## config.mk

```make
export PLATFORM = sky130hd
export DESIGN_NAME = cga_text_sequencer_flat
export DESIGN_NICKNAME = d
export VERILOG_FILES = /design/src/rtl/cga_text_sequencer_pkg.sv /design/src/rtl/cga_text_sequencer_if.sv /design/src/rtl/cga_text_sequencer_shifter.sv /design/src/rtl/cga_text_sequencer.sv /design/src/flat_wrapper.sv
export SDC_FILE = /design/constraint.sdc
export NUM_CORES = 1
export LEC_CHECK = 0
export CAP_MARGIN = 5
export CORE_MARGIN = 2
export CORE_UTILIZATION = 45
export CTS_BUF_LIST = sky130_fd_sc_hd__clkbuf_2 sky130_fd_sc_hd__clkbuf_4 sky130_fd_sc_hd__clkbuf_8
export DETAILED_ROUTE_END_ITERATION = 16
export PLACE_DENSITY = 0.71
export RECOVER_POWER = 50
export SETUP_SLACK_MARGIN = 0.2
export SYNTH_ARGS = -nofsm -noshare
export SYNTH_HDL_FRONTEND = slang
export SYNTH_SLANG_ARGS = --single-unit
```

## constraint.sdc

```tcl
create_clock -name clk -period 4 [get_ports clk]
set_input_delay 1.2 -clock clk [delete_from_list [all_inputs] [get_ports clk]]
set_output_delay 1.2 -clock clk [all_outputs]
set_load 0.005 [all_outputs]
```

## src/rtl/cga_text_sequencer_pkg.sv

```systemverilog
`default_nettype none
// ----------------------------------------------------------------------------
// cga_text_sequencer_pkg : shared state, attribute fields and timing constants
// Rev 1.0
// ----------------------------------------------------------------------------
package cga_text_sequencer_pkg;

  localparam int c_CHAR_CLKS    = 8;

  localparam int c_ATTR_FG_MSB  = 3;
  localparam int c_ATTR_FG_LSB  = 0;
  localparam int c_ATTR_BG_MSB  = 6;
  localparam int c_ATTR_BG_LSB  = 4;
  localparam int c_ATTR_BLINK   = 7;

  typedef enum logic [2:0] {
    IDLE = 3'd0,
    CHAR = 3'd1,
    ATTR = 3'd2,
    FONT = 3'd3,
    DONE = 3'd4
  } seq_state_t;

  typedef logic [3:0] irgb_t;

endpackage
`default_nettype wire

```

## src/rtl/cga_text_sequencer_if.sv

```systemverilog
`default_nettype none
// ----------------------------------------------------------------------------
// cga_text_sequencer_if : VRAM and font ROM read bus of the text sequencer
// Rev 1.0
// ----------------------------------------------------------------------------
interface cga_text_sequencer_if #(
  parameter int FONT_ROW_BITS = 3
);
  logic [14:0]                 vram_addr;
  logic                        vram_rd;
  logic [7:0]                  vram_data;
  logic [8+FONT_ROW_BITS-1:0]  font_addr;
  logic [7:0]                  font_data;

  modport master (
    output vram_addr, vram_rd, font_addr,
    input  vram_data, font_data
  );

  modport slave (
    input  vram_addr, vram_rd, font_addr,
    output vram_data, font_data
  );
endinterface
`default_nettype wire

```

## src/rtl/cga_text_sequencer_shifter.sv

```systemverilog
`default_nettype none
// ----------------------------------------------------------------------------
// text_pixel_shifter : loads one glyph row and shifts it out MSB first as IRGB
// Rev 1.0
// ----------------------------------------------------------------------------
module text_pixel_shifter
  import cga_text_sequencer_pkg::*;
(
  input  logic       clk,
  input  logic       reset,
  input  logic       load,
  input  logic [7:0] font_byte,
  input  irgb_t      fg,
  input  irgb_t      bg,
  input  irgb_t      border,
  input  logic       force_fg,
  input  logic       force_border,
  output irgb_t      pixel
);

  logic [7:0] r_shift;
  irgb_t      r_fg;
  irgb_t      r_bg;
  irgb_t      w_fg_eff;
  irgb_t      w_bg_eff;

  // Overrides collapse both colours so the glyph bits no longer matter.
  always_comb begin
    w_fg_eff = fg;
    w_bg_eff = bg;
    if (force_border) begin
      w_fg_eff = border;
      w_bg_eff = border;
    end else if (force_fg) begin
      w_bg_eff = fg;
    end
  end

  always_ff @(posedge clk or posedge reset) begin
    if (reset) begin
      r_shift <= '0;
      r_fg    <= '0;
      r_bg    <= '0;
      pixel   <= '0;
    end else if (load) begin
      r_shift <= {font_byte[6:0], 1'b0};
      r_fg    <= w_fg_eff;
      r_bg    <= w_bg_eff;
      pixel   <= font_byte[7] ? w_fg_eff : w_bg_eff;
    end else begin
      r_shift <= {r_shift[6:0], 1'b0};
      pixel   <= r_shift[7] ? r_fg : r_bg;
    end
  end

endmodule
`default_nettype wire

```

## src/rtl/cga_text_sequencer.sv

```systemverilog
`default_nettype none
// ----------------------------------------------------------------------------
// cga_text_sequencer : per-cell VRAM/font fetch and IRGB serializer behind a 6845
// Rev 1.0
// ----------------------------------------------------------------------------
module cga_text_sequencer
  import cga_text_sequencer_pkg::*;
#(
  parameter int CHAR_CLKS     = c_CHAR_CLKS,
  parameter int FONT_ROW_BITS = 3
) (
  input  logic                       clk,
  input  logic                       reset,
  input  logic                       divclk,
  input  logic [13:0]                mem_addr,
  input  logic [4:0]                 row_addr,
  input  logic                       display_enable,
  input  logic                       cursor,
  input  logic                       hsync_in,
  input  logic                       vsync_in,
  input  logic                       blink_en,
  input  logic [3:0]                 border,
  cga_text_sequencer_if.master       bus,
  output logic [3:0]                 pixel,
  output logic                       hsync_out,
  output logic                       vsync_out
);

  if (CHAR_CLKS != 8) begin : g_bad_char_clks
    $error("cga_text_sequencer: CHAR_CLKS must be 8");
  end

  if (FONT_ROW_BITS < 5) begin : g_row_unused
    logic w_unused_row_bits;
    assign w_unused_row_bits = ^row_addr[4:FONT_ROW_BITS];
  end

  seq_state_t                 r_state;
  seq_state_t                 w_next;
  logic [13:0]                r_ma;
  logic [FONT_ROW_BITS-1:0]   r_row;
  logic                       r_de;
  logic                       r_cur;
  logic                       r_hs;
  logic                       r_vs;
  logic [7:0]                 r_attr;
  logic [7:0]                 r_font;
  logic [4:0]                 r_frame;
  logic                       r_vs_prev;
  logic [14:0]                r_vram_addr;
  logic                       r_vram_rd;
  // The character byte lives in the upper byte of the font address register.
  logic [8+FONT_ROW_BITS-1:0] r_font_addr;

  irgb_t      w_fg;
  irgb_t      w_bg;
  logic [7:0] w_glyph;
  logic       w_force_fg;
  logic       w_force_border;

  always_ff @(posedge clk or posedge reset) begin
    if (reset) r_state <= IDLE;
    else       r_state <= w_next;
  end

  always_comb begin
    w_next = r_state;
    if (divclk) begin
      w_next = CHAR;
    end else begin
      case (r_state)
        CHAR:    w_next = ATTR;
        ATTR:    w_next = FONT;
        FONT:    w_next = DONE;
        DONE:    w_next = IDLE;
        default: w_next = IDLE;
      endcase
    end
  end

  always_ff @(posedge clk or posedge reset) begin
    if (reset) begin
      r_ma        <= '0;
      r_row       <= '0;
      r_de        <= 1'b0;
      r_cur       <= 1'b0;
      r_hs        <= 1'b0;
      r_vs        <= 1'b0;
      r_attr      <= '0;
      r_font      <= '0;
      r_frame     <= '0;
      r_vs_prev   <= 1'b0;
      r_vram_addr <= '0;
      r_vram_rd   <= 1'b0;
      r_font_addr <= '0;
      hsync_out   <= 1'b0;
      vsync_out   <= 1'b0;
    end else begin
      r_vs_prev <= vsync_in;
      if (vsync_in && !r_vs_prev) r_frame <= r_frame + 5'd1;

      if (divclk) begin
        // The previous cell's syncs leave with its first pixel.
        hsync_out   <= r_hs;
        vsync_out   <= r_vs;
        r_ma        <= mem_addr;
        r_row       <= row_addr[FONT_ROW_BITS-1:0];
        r_de        <= display_enable;
        r_cur       <= cursor;
        r_hs        <= hsync_in;
        r_vs        <= vsync_in;
        r_vram_addr <= {mem_addr, 1'b0};
        r_vram_rd   <= 1'b1;
      end else begin
        case (r_state)
          CHAR: r_vram_addr <= {r_ma, 1'b1};
          ATTR: begin
            r_font_addr <= {bus.vram_data, r_row};
            r_vram_rd   <= 1'b0;
          end
          FONT:    r_attr <= bus.vram_data;
          DONE:    r_font <= bus.font_data;
          default: ;
        endcase
      end
    end
  end

  assign bus.vram_addr = r_vram_addr;
  assign bus.vram_rd   = r_vram_rd;
  assign bus.font_addr = r_font_addr;

  assign w_fg           = r_attr[c_ATTR_FG_MSB:c_ATTR_FG_LSB];
  assign w_bg           = {blink_en ? 1'b0 : r_attr[c_ATTR_BLINK],
                           r_attr[c_ATTR_BG_MSB:c_ATTR_BG_LSB]};
  assign w_glyph        = (blink_en && r_attr[c_ATTR_BLINK] && !r_frame[4]) ? 8'h00 : r_font;
  assign w_force_fg     = r_cur && r_frame[3];
  assign w_force_border = !r_de;

  text_pixel_shifter u_shifter (
    .clk          (clk),
    .reset        (reset),
    .load         (divclk),
    .font_byte    (w_glyph),
    .fg           (w_fg),
    .bg           (w_bg),
    .border       (border),
    .force_fg     (w_force_fg),
    .force_border (w_force_border),
    .pixel        (pixel)
  );

endmodule
`default_nettype wire

```

## src/flat_wrapper.sv

```systemverilog
// flat-port wrapper written by rule: the top's interface ports become plain ports
module cga_text_sequencer_flat import cga_text_sequencer_pkg::*;
#(
  parameter int CHAR_CLKS     = c_CHAR_CLKS,
  parameter int FONT_ROW_BITS = 3
)
  (clk, reset, divclk, mem_addr, row_addr, display_enable, cursor, hsync_in, vsync_in, blink_en, border, pixel, hsync_out, vsync_out, bus_vram_addr, bus_vram_rd, bus_font_addr, bus_vram_data, bus_font_data);
  cga_text_sequencer_if #(.FONT_ROW_BITS(FONT_ROW_BITS)) bus_i ();
  input  logic clk;
  input  logic reset;
  input  logic divclk;
  input  logic [13:0] mem_addr;
  input  logic [4:0] row_addr;
  input  logic display_enable;
  input  logic cursor;
  input  logic hsync_in;
  input  logic vsync_in;
  input  logic blink_en;
  input  logic [3:0] border;
  output logic [3:0] pixel;
  output logic hsync_out;
  output logic vsync_out;
  output wire logic [$bits(bus_i.vram_addr)-1:0] bus_vram_addr;
  output wire logic [$bits(bus_i.vram_rd)-1:0] bus_vram_rd;
  output wire logic [$bits(bus_i.font_addr)-1:0] bus_font_addr;
  input wire logic [$bits(bus_i.vram_data)-1:0] bus_vram_data;
  input wire logic [$bits(bus_i.font_data)-1:0] bus_font_data;
  assign bus_vram_addr = bus_i.vram_addr;
  assign bus_vram_rd = bus_i.vram_rd;
  assign bus_font_addr = bus_i.font_addr;
  assign bus_i.vram_data = bus_vram_data;
  assign bus_i.font_data = bus_font_data;
  cga_text_sequencer #(.CHAR_CLKS(CHAR_CLKS), .FONT_ROW_BITS(FONT_ROW_BITS)) u_core (.clk(clk), .reset(reset), .divclk(divclk), .mem_addr(mem_addr), .row_addr(row_addr), .display_enable(display_enable), .cursor(cursor), .hsync_in(hsync_in), .vsync_in(vsync_in), .blink_en(blink_en), .border(border), .bus(bus_i), .pixel(pixel), .hsync_out(hsync_out), .vsync_out(vsync_out));
endmodule
```

==> results.json <==
{
  "status": "completed",
  "hold_class": "reg -> reg",
  "cellLeakagePower_nw": 2.020,
  "synth_cell_types": 35,
  "detail_route.wl_per_cell_microns": 14.39,
  "critPathKind": "in -> async",
  "synth_nets": 315,
  "vias_per_cell": 4.985,
  "synth_area_per_cell_sq_um": 13.99,
  "syn_inst": 267,
  "ir_drop_uv": 310.7,
  "place_ws_ps": 1184,
  "synth_top_area_share_pct": 62.96,
  "netlist.top_cell.by_area": "dfrtp_1",
  "ys_warn_count": 0,
  "skew_ps": 11.12,
  "htree_num_levels": 3,
  "crit_fanout": 53,
  "cts_made_buffers": 9,
  "synth_common_cells": "dfrtp_1 (94), mux2_2 (68), nand2_1 (18)",
  "synth-simple-area-share_pct": 7.066,
  "drc_errors": 0,
  "async_flop_share_pct": 100.0,
  "rows": 33,
  "first_global_vias": 2232,
  "ios": 80,
  "cts.reportedPaths.clkPinSlew_ps": 80,
  "finalHoldViolations": 0,
  "synth-xor-area-share_pct": 0.9377,
  "initial_utilization_pct": 45.93,
  "min_path_cells": 1,
  "ys_ff_latch": 94,
  "grtUsageMet1_pct": 21.48,
  "worst_setup_path_end_kind": "async pin",
  "rr_worst_depth": 2,
  "num_vias": 2273,
  "dpl.hpwl_microns": 4498,
  "setup_ws_ps": 1142,
  "clkLatencyLatePin_ps": 340,
  "holdCritStartpoint": "u_core.r_frame[4]",
  "root_buffer": "clkbuf_8",
  "ff2ff_setup_slack_ps": 2080,
  "fp.coreArea_sq_mm": 0.008134,
  "rr_endpoint": "u_core.r_attr[7]",
  "cts.sinks": 94,
  "grt-ovfl-total": 0,
  "synth_area_leaders": "dfrtp_1 (63%), mux2_2 (20%), nand2_1 (1.8%)",
  "antenna_cells": 0,
  "setup_violations": 0,
  "synth_flop_cell": "dfrtp_1",
  "drtAntennaViolNets": 0,
  "port_buffers": 77,
  "r2r_start": "u_core.r_state[2]",
  "synth_top_family_by_area": "multiplexers",
  "drt_pass1_iterations": 4,
  "period_share_pct": 71.45,
  "die_x_microns": 95.12,
  "grt_usage_pct": 15.41,
  "synthToLayoutAreaGrowth_pct": 28.43,
  "tightest_slew_ps": 1124,
  "hold-path-endpoint": "u_core.r_frame[4]",
  "synthMuxAreaShare_pct": 21.30,
  "place_congestion": 0.7486,
  "met3_usage_pct": 3.162,
  "maxCapViolations": 0,
  "fmax_mhz": 349.9,
  "crit_required_ps": 4310,
  "rsz0062_at_grt": "no",
  "grt_pass1_wl_microns": 10740,
  "maxSlewHeadroom_pct": 24.47,
  "die_area_sq_mm": 0.009047,
  "yosysSeqAreaShare_pct": 62.96,
  "p_per_area_mw_per_mm2": 513.1,
  "synth_adder_area_share_pct": 0.3349,
  "met2_usage_pct": 23.59,
  "top_usage_layer": "met2",
  "grt_antenna_before_repair": 0,
  "synth_compound_area_share_pct": 5.157,
  "cts.repair.resized": 0,
  "synth_most_common_cell": "dfrtp_1",
  "setup_tns_ps": 0,
  "drt_iter0_drc": 92,
  "final_max_slew_viol_count": 0,
  "cts_tree": "built",
  "fp.dieH_microns": 95.12,
  "netlist_area_sq_mm": 0.003736,
  "cts_max_path_buffers": 2,
  "fin_crit_ps": 2858,
  "ctsHoldBuffers": 0,
  "fin_nets": 395,
  "final_core_util_pct": 58.99,
  "grt_start_max_net_pins": 54,
  "cp.arrival_ps": 3170,
  "drive_gt1_share_pct": 24.22,
  "hold_ws_ps": 472.0,
  "start_kind": "input port",
  "synth_edf_count": 0,
  "totalWireLength_microns": 6560,
  "n_fill_cell": 672,
  "post_cts_buffers": 0
}
==> sequential cells by signal (all words and copies together) (netlist names) <==
register	count
u_core.bus.vram_addr	15
u_core.r_ma	14
u_core.bus.font_addr	11
u_core.r_attr	8
u_core.r_font	8
u_core.u_shifter.r_shift	7
u_core.r_frame	5
u_core.u_shifter.pixel	4
u_core.u_shifter.r_bg	4
u_core.u_shifter.r_fg	4
u_core.r_row	3
u_core.r_state	3
u_core.bus.vram_rd	1
u_core.hsync_out	1
u_core.r_cur	1
u_core.r_de	1
u_core.r_hs	1
u_core.r_vs	1
u_core.r_vs_prev	1
u_core.vsync_out	1
==> worst max path at each step <==
stage / start / endpoint / slack (ps) / cells after the start
5_1_grt: reset / u_core.r_frame[2] / 840 / 3
2_1_floorplan: reset / u_core.bus.font_addr[0] / 350 / 1
4_1_cts: divclk / u_core.bus.vram_addr[12] / 1550 / 3
3_5_place_dp: divclk / u_core.bus.vram_addr[12] / 1180 / 3
3_3_place_gp: divclk / u_core.bus.vram_addr[9] / 1190 / 3
6_report: reset / u_core.r_attr[7] / 1140 / 3
==> layout make-up <==
| class | instances | area (sq um) | share of cell area, % |
|---|---|---|---|
| clock inverters | 3 | 43.79 | 0.9126 |
| repair buffers | 80 | 785.8 | 16.38 |
| well taps | 105 | 131.4 | 2.738 |
| flip-flops and latches | 94 | 2352 | 49.02 |
| clock buffers | 12 | 158.9 | 3.312 |
| multi-input cells | 154 | 1294 | 26.96 |
| inverters | 8 | 32.53 | 0.6780 |
==> routing by layer <==
| metal | share of wire (%) | wire [microns] |
|---|---|---|
| met5 | 0 | 0 |
| met4 | 1.3 | 87 |
| met3 | 3.7 | 240 |
| met2 | 46 | 3045 |
| met1 | 49 | 3186 |
==> kinds of logic (layout without fill, tap and decap cells) <==
kind of cell,count (synthesis),count (layout)
flops,94,94
mux,71,71
simple gates,48,48
compound gates,30,30
buf+inv,19,103
xor+xnor,4,4
fa+ha+maj,1,1
==> power by group <==
group	leakage [nW]	internal, mW	switching (mW)	total (mW)
combinational	0.785	0.357	0.193	0.550
clock	0.106	0.327	0.305	0.632
sequential	1.13	1.16	0.122	1.28
==> worst max-delay path, stage by stage <==
cell	delay [ps]
dlygate4sd3_1	570
inv_4	470
clkbuf_2	900
==> cell usage in the layout (no fill, tap or decap), drive strengths merged, types with 2 or more instances in the layout <==
cell | synthesis | layout
buf | 9 | 3
mux2 | 68 | 68
nor3 | 3 | 3
o211ai | 2 | 2
clkdlybuf4s50 | 0 | 74
nor2b | 5 | 5
a211oi | 4 | 4
nand4 | 4 | 4
a21oi | 3 | 3
clkinv | 0 | 2
a31oi | 6 | 6
dlygate4sd3 | 0 | 2
xnor2 | 3 | 3
and2 | 2 | 2
clkbuf | 2 | 13
a21o | 2 | 2
mux2i | 3 | 3
nor2 | 8 | 8
o21ai | 8 | 8
nand2b | 5 | 5
inv | 8 | 8
dfrtp | 94 | 94
nand2 | 18 | 18
==> through the flow <==
stage / area, sq um / cells / power (mW)
finish: 4798 / 456 / 2.462
global placement: 4622 / 441 / 1.842
detailed placement: 4622 / 441 / 1.863
CTS: 4825 / 456 / 2.503
floorplan: 3736 / 267 / 1.580
global route: 4798 / 456 / 2.609
Note: power is estimated with default switching activity, not from simulation.
